<file path="config.mk">
export PLATFORM = sky130hd
export DESIGN_NAME = alarm_zone_ctrl
export DESIGN_NICKNAME = d
export VERILOG_FILES = /design/src/rtl/alarm_pkg.sv /design/src/rtl/alarm_timer.sv /design/src/rtl/alarm_zone_ctrl.sv
export SDC_FILE = /design/constraint.sdc
export NUM_CORES = 1
export LEC_CHECK = 0
export CAP_MARGIN = 20
export CORE_MARGIN = 8
export CORE_UTILIZATION = 30
export CTS_CLUSTER_SIZE = 30
export DETAILED_ROUTE_END_ITERATION = 8
export GPL_TIMING_DRIVEN = 0
export PLACE_DENSITY = 0.61
export SYNTH_ARGS = -nofsm -noshare
export SYNTH_HDL_FRONTEND = slang
export SYNTH_HIERARCHICAL = 1
export SYNTH_SLANG_ARGS = --single-unit
</file>
<file path="constraint.sdc">
create_clock -name clk -period 2.5 [get_ports clk]
set_input_delay 0.375 -clock clk [delete_from_list [all_inputs] [get_ports clk]]
set_output_delay 0.375 -clock clk [all_outputs]
set_load 0.005 [all_outputs]
</file>
<file path="src/rtl/alarm_pkg.sv">
// rtl/alarm_pkg.sv - shared state encoding and counter-width helper for the zone alarm
package alarm_pkg;

   typedef enum logic [2:0] {
      DISARMED    = 3'd0,
      EXIT_DELAY  = 3'd1,
      ARMED       = 3'd2,
      ENTRY_DELAY = 3'd3,
      TRIGGERED   = 3'd4
   } alarm_state_e;

   // Never returns less than one bit, so an all-zero delay set still elaborates.
   function automatic int cnt_w(input int max);
      return (max < 1) ? 1 : $clog2(max + 1);
   endfunction

endpackage

</file>
<file path="src/rtl/alarm_timer.sv">
// rtl/alarm_timer.sv - loadable down-counter shared by the exit, entry and siren delays
module alarm_timer #(
   parameter int W = 6
) (
   input  logic         clk,
   input  logic         reset_n,
   input  logic         load,
   input  logic [W-1:0] load_val,
   input  logic         tick,
   output logic         zero
);

   logic [W-1:0] count_q, count_d;

   always_comb begin
      count_d = count_q;
      if (load) begin
         count_d = load_val;
      end else if (tick && (count_q != '0)) begin
         count_d = count_q - W'(1);
      end
   end

   always_ff @(posedge clk or negedge reset_n) begin
      if (!reset_n) begin
         count_q <= '0;
      end else begin
         count_q <= count_d;
      end
   end

   assign zero = (count_q == '0);

endmodule

</file>
<file path="src/rtl/alarm_zone_ctrl.sv">
// rtl/alarm_zone_ctrl.sv - multi-zone alarm with exit/entry delays, siren timeout,
// sticky zone latch and a saturating trigger counter
module alarm_zone_ctrl
   import alarm_pkg::*;
#(
   parameter int                N_ZONES      = 4,
   parameter logic [N_ZONES-1:0] INSTANT_MASK = '0,
   parameter int                EXIT_CYCLES  = 16,
   parameter int                ENTRY_CYCLES = 8,
   parameter int                SIREN_CYCLES = 32
) (
   input  logic               clk,
   input  logic               reset_n,
   input  logic               arm,
   input  logic               disarm,
   input  logic [N_ZONES-1:0] trigger,
   input  logic [N_ZONES-1:0] zone_en,
   output logic               disarmed,
   output logic               exit_pending,
   output logic               armed,
   output logic               entry_pending,
   output logic               triggered,
   output logic               siren,
   output logic [N_ZONES-1:0] zone_latch,
   output logic [7:0]         trig_count
);

   localparam int MAX_A  = (EXIT_CYCLES > ENTRY_CYCLES) ? EXIT_CYCLES : ENTRY_CYCLES;
   localparam int MAX_C  = (MAX_A > SIREN_CYCLES) ? MAX_A : SIREN_CYCLES;
   localparam int TW     = cnt_w(MAX_C);
   localparam logic [TW-1:0] EXIT_LOAD  = TW'((EXIT_CYCLES  > 0) ? EXIT_CYCLES  - 1 : 0);
   localparam logic [TW-1:0] ENTRY_LOAD = TW'((ENTRY_CYCLES > 0) ? ENTRY_CYCLES - 1 : 0);
   localparam logic [TW-1:0] SIREN_LOAD = TW'((SIREN_CYCLES > 0) ? SIREN_CYCLES - 1 : 0);

   if (SIREN_CYCLES < 1) begin : g_bad_siren
      $error("alarm_zone_ctrl: SIREN_CYCLES must be >= 1");
   end
   if ((N_ZONES < 1) || (N_ZONES > 16)) begin : g_bad_zones
      $error("alarm_zone_ctrl: N_ZONES must be 1..16");
   end

   alarm_state_e       state_q, state_d;
   logic               siren_q, siren_d;
   logic [N_ZONES-1:0] latch_q, latch_d;
   logic [7:0]         cnt_q, cnt_d;

   logic               t_load, t_tick, t_zero;
   logic [TW-1:0]      t_load_val;
   logic [N_ZONES-1:0] hit, inst;

   assign hit  = trigger & zone_en;
   // With no entry delay every enabled zone behaves as an instant zone.
   assign inst = (ENTRY_CYCLES == 0) ? hit : (hit & INSTANT_MASK);

   alarm_timer #(.W(TW)) u_timer (
      .clk      (clk),
      .reset_n  (reset_n),
      .load     (t_load),
      .load_val (t_load_val),
      .tick     (t_tick),
      .zero     (t_zero)
   );

   always_comb begin
      state_d    = state_q;
      siren_d    = siren_q;
      latch_d    = latch_q;
      cnt_d      = cnt_q;
      t_load     = 1'b0;
      t_load_val = '0;
      t_tick     = 1'b0;

      if (disarm) begin
         state_d = DISARMED;
         siren_d = 1'b0;
      end else begin
         unique case (state_q)
            DISARMED: begin
               if (arm) begin
                  latch_d = '0;
                  if (EXIT_CYCLES == 0) begin
                     state_d = ARMED;
                  end else begin
                     state_d    = EXIT_DELAY;
                     t_load     = 1'b1;
                     t_load_val = EXIT_LOAD;
                  end
               end
            end
            EXIT_DELAY: begin
               if (t_zero) state_d = ARMED;
               else        t_tick  = 1'b1;
            end
            ARMED: begin
               latch_d = latch_q | hit;
               if (|inst) begin
                  state_d    = TRIGGERED;
                  siren_d    = 1'b1;
                  t_load     = 1'b1;
                  t_load_val = SIREN_LOAD;
                  cnt_d      = (cnt_q == 8'hFF) ? cnt_q : cnt_q + 8'd1;
               end else if (|hit) begin
                  state_d    = ENTRY_DELAY;
                  t_load     = 1'b1;
                  t_load_val = ENTRY_LOAD;
               end
            end
            ENTRY_DELAY: begin
               latch_d = latch_q | hit;
               if ((|inst) || t_zero) begin
                  state_d    = TRIGGERED;
                  siren_d    = 1'b1;
                  t_load     = 1'b1;
                  t_load_val = SIREN_LOAD;
                  cnt_d      = (cnt_q == 8'hFF) ? cnt_q : cnt_q + 8'd1;
               end else begin
                  t_tick = 1'b1;
               end
            end
            TRIGGERED: begin
               latch_d = latch_q | hit;
               if (t_zero) siren_d = 1'b0;
               else        t_tick  = 1'b1;
            end
            default: begin
               state_d = DISARMED;
               siren_d = 1'b0;
            end
         endcase
      end
   end

   always_ff @(posedge clk or negedge reset_n) begin
      if (!reset_n) begin
         state_q <= DISARMED;
         siren_q <= 1'b0;
         latch_q <= '0;
         cnt_q   <= '0;
      end else begin
         state_q <= state_d;
         siren_q <= siren_d;
         latch_q <= latch_d;
         cnt_q   <= cnt_d;
      end
   end

   assign disarmed      = (state_q == DISARMED);
   assign exit_pending  = (state_q == EXIT_DELAY);
   assign armed         = (state_q == ARMED);
   assign entry_pending = (state_q == ENTRY_DELAY);
   assign triggered     = (state_q == TRIGGERED);
   assign siren         = siren_q;
   assign zone_latch    = latch_q;
   assign trig_count    = cnt_q;

endmodule

</file>
==> impl_results.md <==
* Hold crit path type: input port to async pin
* Layout cells sized above 1 at 0.211
* Syn Inst Count at 132
* Finished Cell Area at 0.00182 mm2
* EDFF count, synth at 0
* Vias per cell at 5.25
* Die H at 82.1 um
* Type of origin of the critical path: flop
* Total clock sinks at 22
* Avg Cell Area, Syn at 9.93 um2
* Combinational family with the most area after synthesis: simple AND/OR/NAND/NOR gates
* CTS Buffer Depth at 2
* Worst path max stage delay at 0.57 ns
* Final HPWL DP at 2.43 mm
* Hold-fix buffers, CTS at 0
* Seq cells post-synth at 22
* CTS H-tree depth at 1
* Post-synthesis compound-gate area fraction at 0.192
* Worst Skew at 0.00333 ns
* Met2 Usage GRT at 0.183
* CTS tree: built
* Initial Utilization at 0.305
* R2R setup slack at 0.10 ns
* Outcome: finished clean
* Syn-to-layout area delta at 38.6%
* GR Util met3 at 0.0162
* Placer Congestion at 0.810
* Synth top area cells: dfrtp_1 42%, mux2_2 4.3%, a32o_1 3.1%
* Sum of buffers and inverters on the critical path at 0
* Die X at 82.1 um
* 1st-iter DRT viols at 73
* Number of buffers created by CTS at 3
* Max Fclk at 0.417 GHz
* Total grt overflow at 0
* GRT Total Usage at 0.104
* Worst path top cell family by delay: simple AND/OR/NAND/NOR gates
* Avg WL per Cell at 15.3 um
* XOR/XNOR Fraction of Synth Area at 0.0267
* Synthesized area at 0.00131 mm2
* Cell Chain, Critical Path: or3b_2, a211oi_4, or3b_1, or4_1, o211ai_1
* DP Area at 0.00166 mm2
* Final setup violation count at 0
* VDD IR max at 0.000277 V
* Initial antenna violation count at 0
* Synth Area in Adders at 0.0286
* Buffers on Ports at 28
* Die ar. at 0.00674 mm2
* I/O pins at 30
* Critical R2R Capture: u_timer/count_q[3]
* Post-synthesis sequential area ratio at 0.420
* Met1 Usage GRT at 0.117
* Num rows at 24
* DRT Wirelength at 3.42 mm
* Vias post-DR at 1171
* Sequential cell area at 551 um2
* Post-synth ARST share at 1.00
* Antenna Diode Count at 0
* Vias in the first global route at 1208
* First-pass GRT wire length at 5.62 mm
* Synth Area in Simple Gates at 0.245
* DRC viols at 0
* Distinct cells, synth at 48
* Reg clk slew, reported paths at 0.08 ns
* CP Max Fanout at 4
* Syn_nets at 147
* Leak Pwr at 0.000769 uW
* Post-layout net count at 188
* Final hold vios at 0
* Worst R2R Start: state_q[1]
* Post-DRT Antenna Nets at 0
* Worst setup path category: flop to flop
* Fill cells at 419
* GRT busiest layer: met2
* Core Util, Final at 0.423
* Final worst path period need at 2.40 ns
* Final worst slack at 0.102 ns
* Worst-skew pair later-pin latency at 0.26 ns
* CTS root buf: clkbuf_8
* Overall power at 1060 uW
* Largest net degree at the start of global routing at 23
* Synth Warn # at 6
* Max Slew Vio Count at 0
* R2r worst-path depth at 5
* Post-synth top area share at 0.420
* Drt pass-1 iters at 4
* CORE AREA at 0.00429 mm2
* Critical path endpoint category: flop
* Post-synth top flop: dfrtp_1
* Mux cell area share after synthesis at 0.0429
* CP arrival at 2.58 ns
* Max Cap Viol at 0
* Period utilisation layout at 0.959
* Slowest cell on the critical path: or3b_2
* Synth area leader: dfrtp_1
* Dpl ws at -0.460 ns
* Worst EP required at 2.68 ns
* Multi-input gate area at 739 um2
* Pwr dens at 582 mW/mm2
## power breakdown
part / total, uW / switching [uW] / internal [uW] / leakage [uW]
registers: 449 / 43.7 / 406 / 0.000295
clock network: 219 / 111 / 107 / 0.0000216
logic: 389 / 191 / 199 / 0.000453
total: 1060 / 346 / 712 / 0.000769
## Yosys cell counts, drive strengths merged (2+ instances only)
cell     number
dfrtp        22
nand2         9
buf           7
nor2          7
nand2b        6
inv           5
mux2          5
nand3         5
or3b          5
a21oi         4
a32o          4
o211ai        4
a31oi         3
ha            3
nand4         3
nor3          3
or4           3
a22oi         2
and3          2
and4          2
o2111ai       2
o21ai         2
o31ai         2
or3           2
xnor2         2
xor2          2
## layout make-up
| cell class | instances | area share |
|---|---|---|
| Buffer | 7 | 0.0234 |
| Clock buffer | 3 | 0.0227 |
| Inverter | 5 | 0.0103 |
| Multi-Input combinational cell | 98 | 0.407 |
| Sequential cell | 22 | 0.303 |
| Tap cell | 52 | 0.0358 |
| Timing Repair Buffer | 36 | 0.198 |
## stage by stage
| stage | setup TNS (ns) | hold WS, ns | instances |
|---|---|---|---|
| after CTS | 0 | 0.428 | 218 |
| final | 0 | 0.375 | 223 |
| after global placement | -1.15 | 0.477 | 212 |
| after global routing | -0.0410 | 0.375 | 223 |
| after floorplan | 0 | 0.0794 | 132 |
| after detailed placement | -1.65 | 0.492 | 212 |
## cell families (layout without fill, tap and decap cells)
group | count (synthesis) | after routing
other | 1 | 1
multiplexers | 5 | 5
buffers and inverters | 12 | 51
XOR/XNOR | 4 | 4
flip-flops | 22 | 22
AND/OR/NAND/NOR | 53 | 53
AO/OA/AOI/OAI | 32 | 32
adder cells (fa/ha/maj) | 3 | 3
## cell usage in the layout (no fill, tap or decap), drive strengths merged, types with 4 or more instances in the layout
cell type,count
nand2b,6
clkbuf,4
inv,5
dfrtp,22
nor2,7
clkdlybuf4s50,28
nand2,9
nand3,5
a21oi,4
buf,14
mux2,5
or3b,5
o211ai,4
a32o,4
## registers in the layout, summed over array words and instances, names as in the netlist
register and cells:
trig_count 8, u_timer/count_q 6, zone_latch 4, state_q 3
siren 1
## layer usage
layer  routed length (um)  up-vias  part of all wire
li1                     -      578                 -
met1                 1500      574              0.44
met2                 1770       15              0.52
met3                   99        4             0.029
met4                   57        0             0.017
met5                    0        -                 0
## how the worst max path moves through the flow
stage	startpoint	end	slack, ns	cells after the start
6_report	state_q[1]	u_timer/count_q[3]	0.10	5
2_1_floorplan	u_timer/count_q[0]	u_timer/count_q[3]	0.02	9
4_1_cts	u_timer/count_q[2]	u_timer/count_q[0]	0.03	11
3_3_place_gp	u_timer/count_q[0]	u_timer/count_q[3]	-0.33	9
3_5_place_dp	u_timer/count_q[0]	u_timer/count_q[5]	-0.46	9
5_1_grt	u_timer/count_q[2]	u_timer/count_q[0]	-0.03	11
## what timing repair did
item | CTS | global route
setup buffers | 3 | 4
pin swaps | 1 | 1
gates resized for setup | 6 | 6
setup endpoints to repair | 5 | 5
No activity file was read; power rests on OpenSTA's default activity.
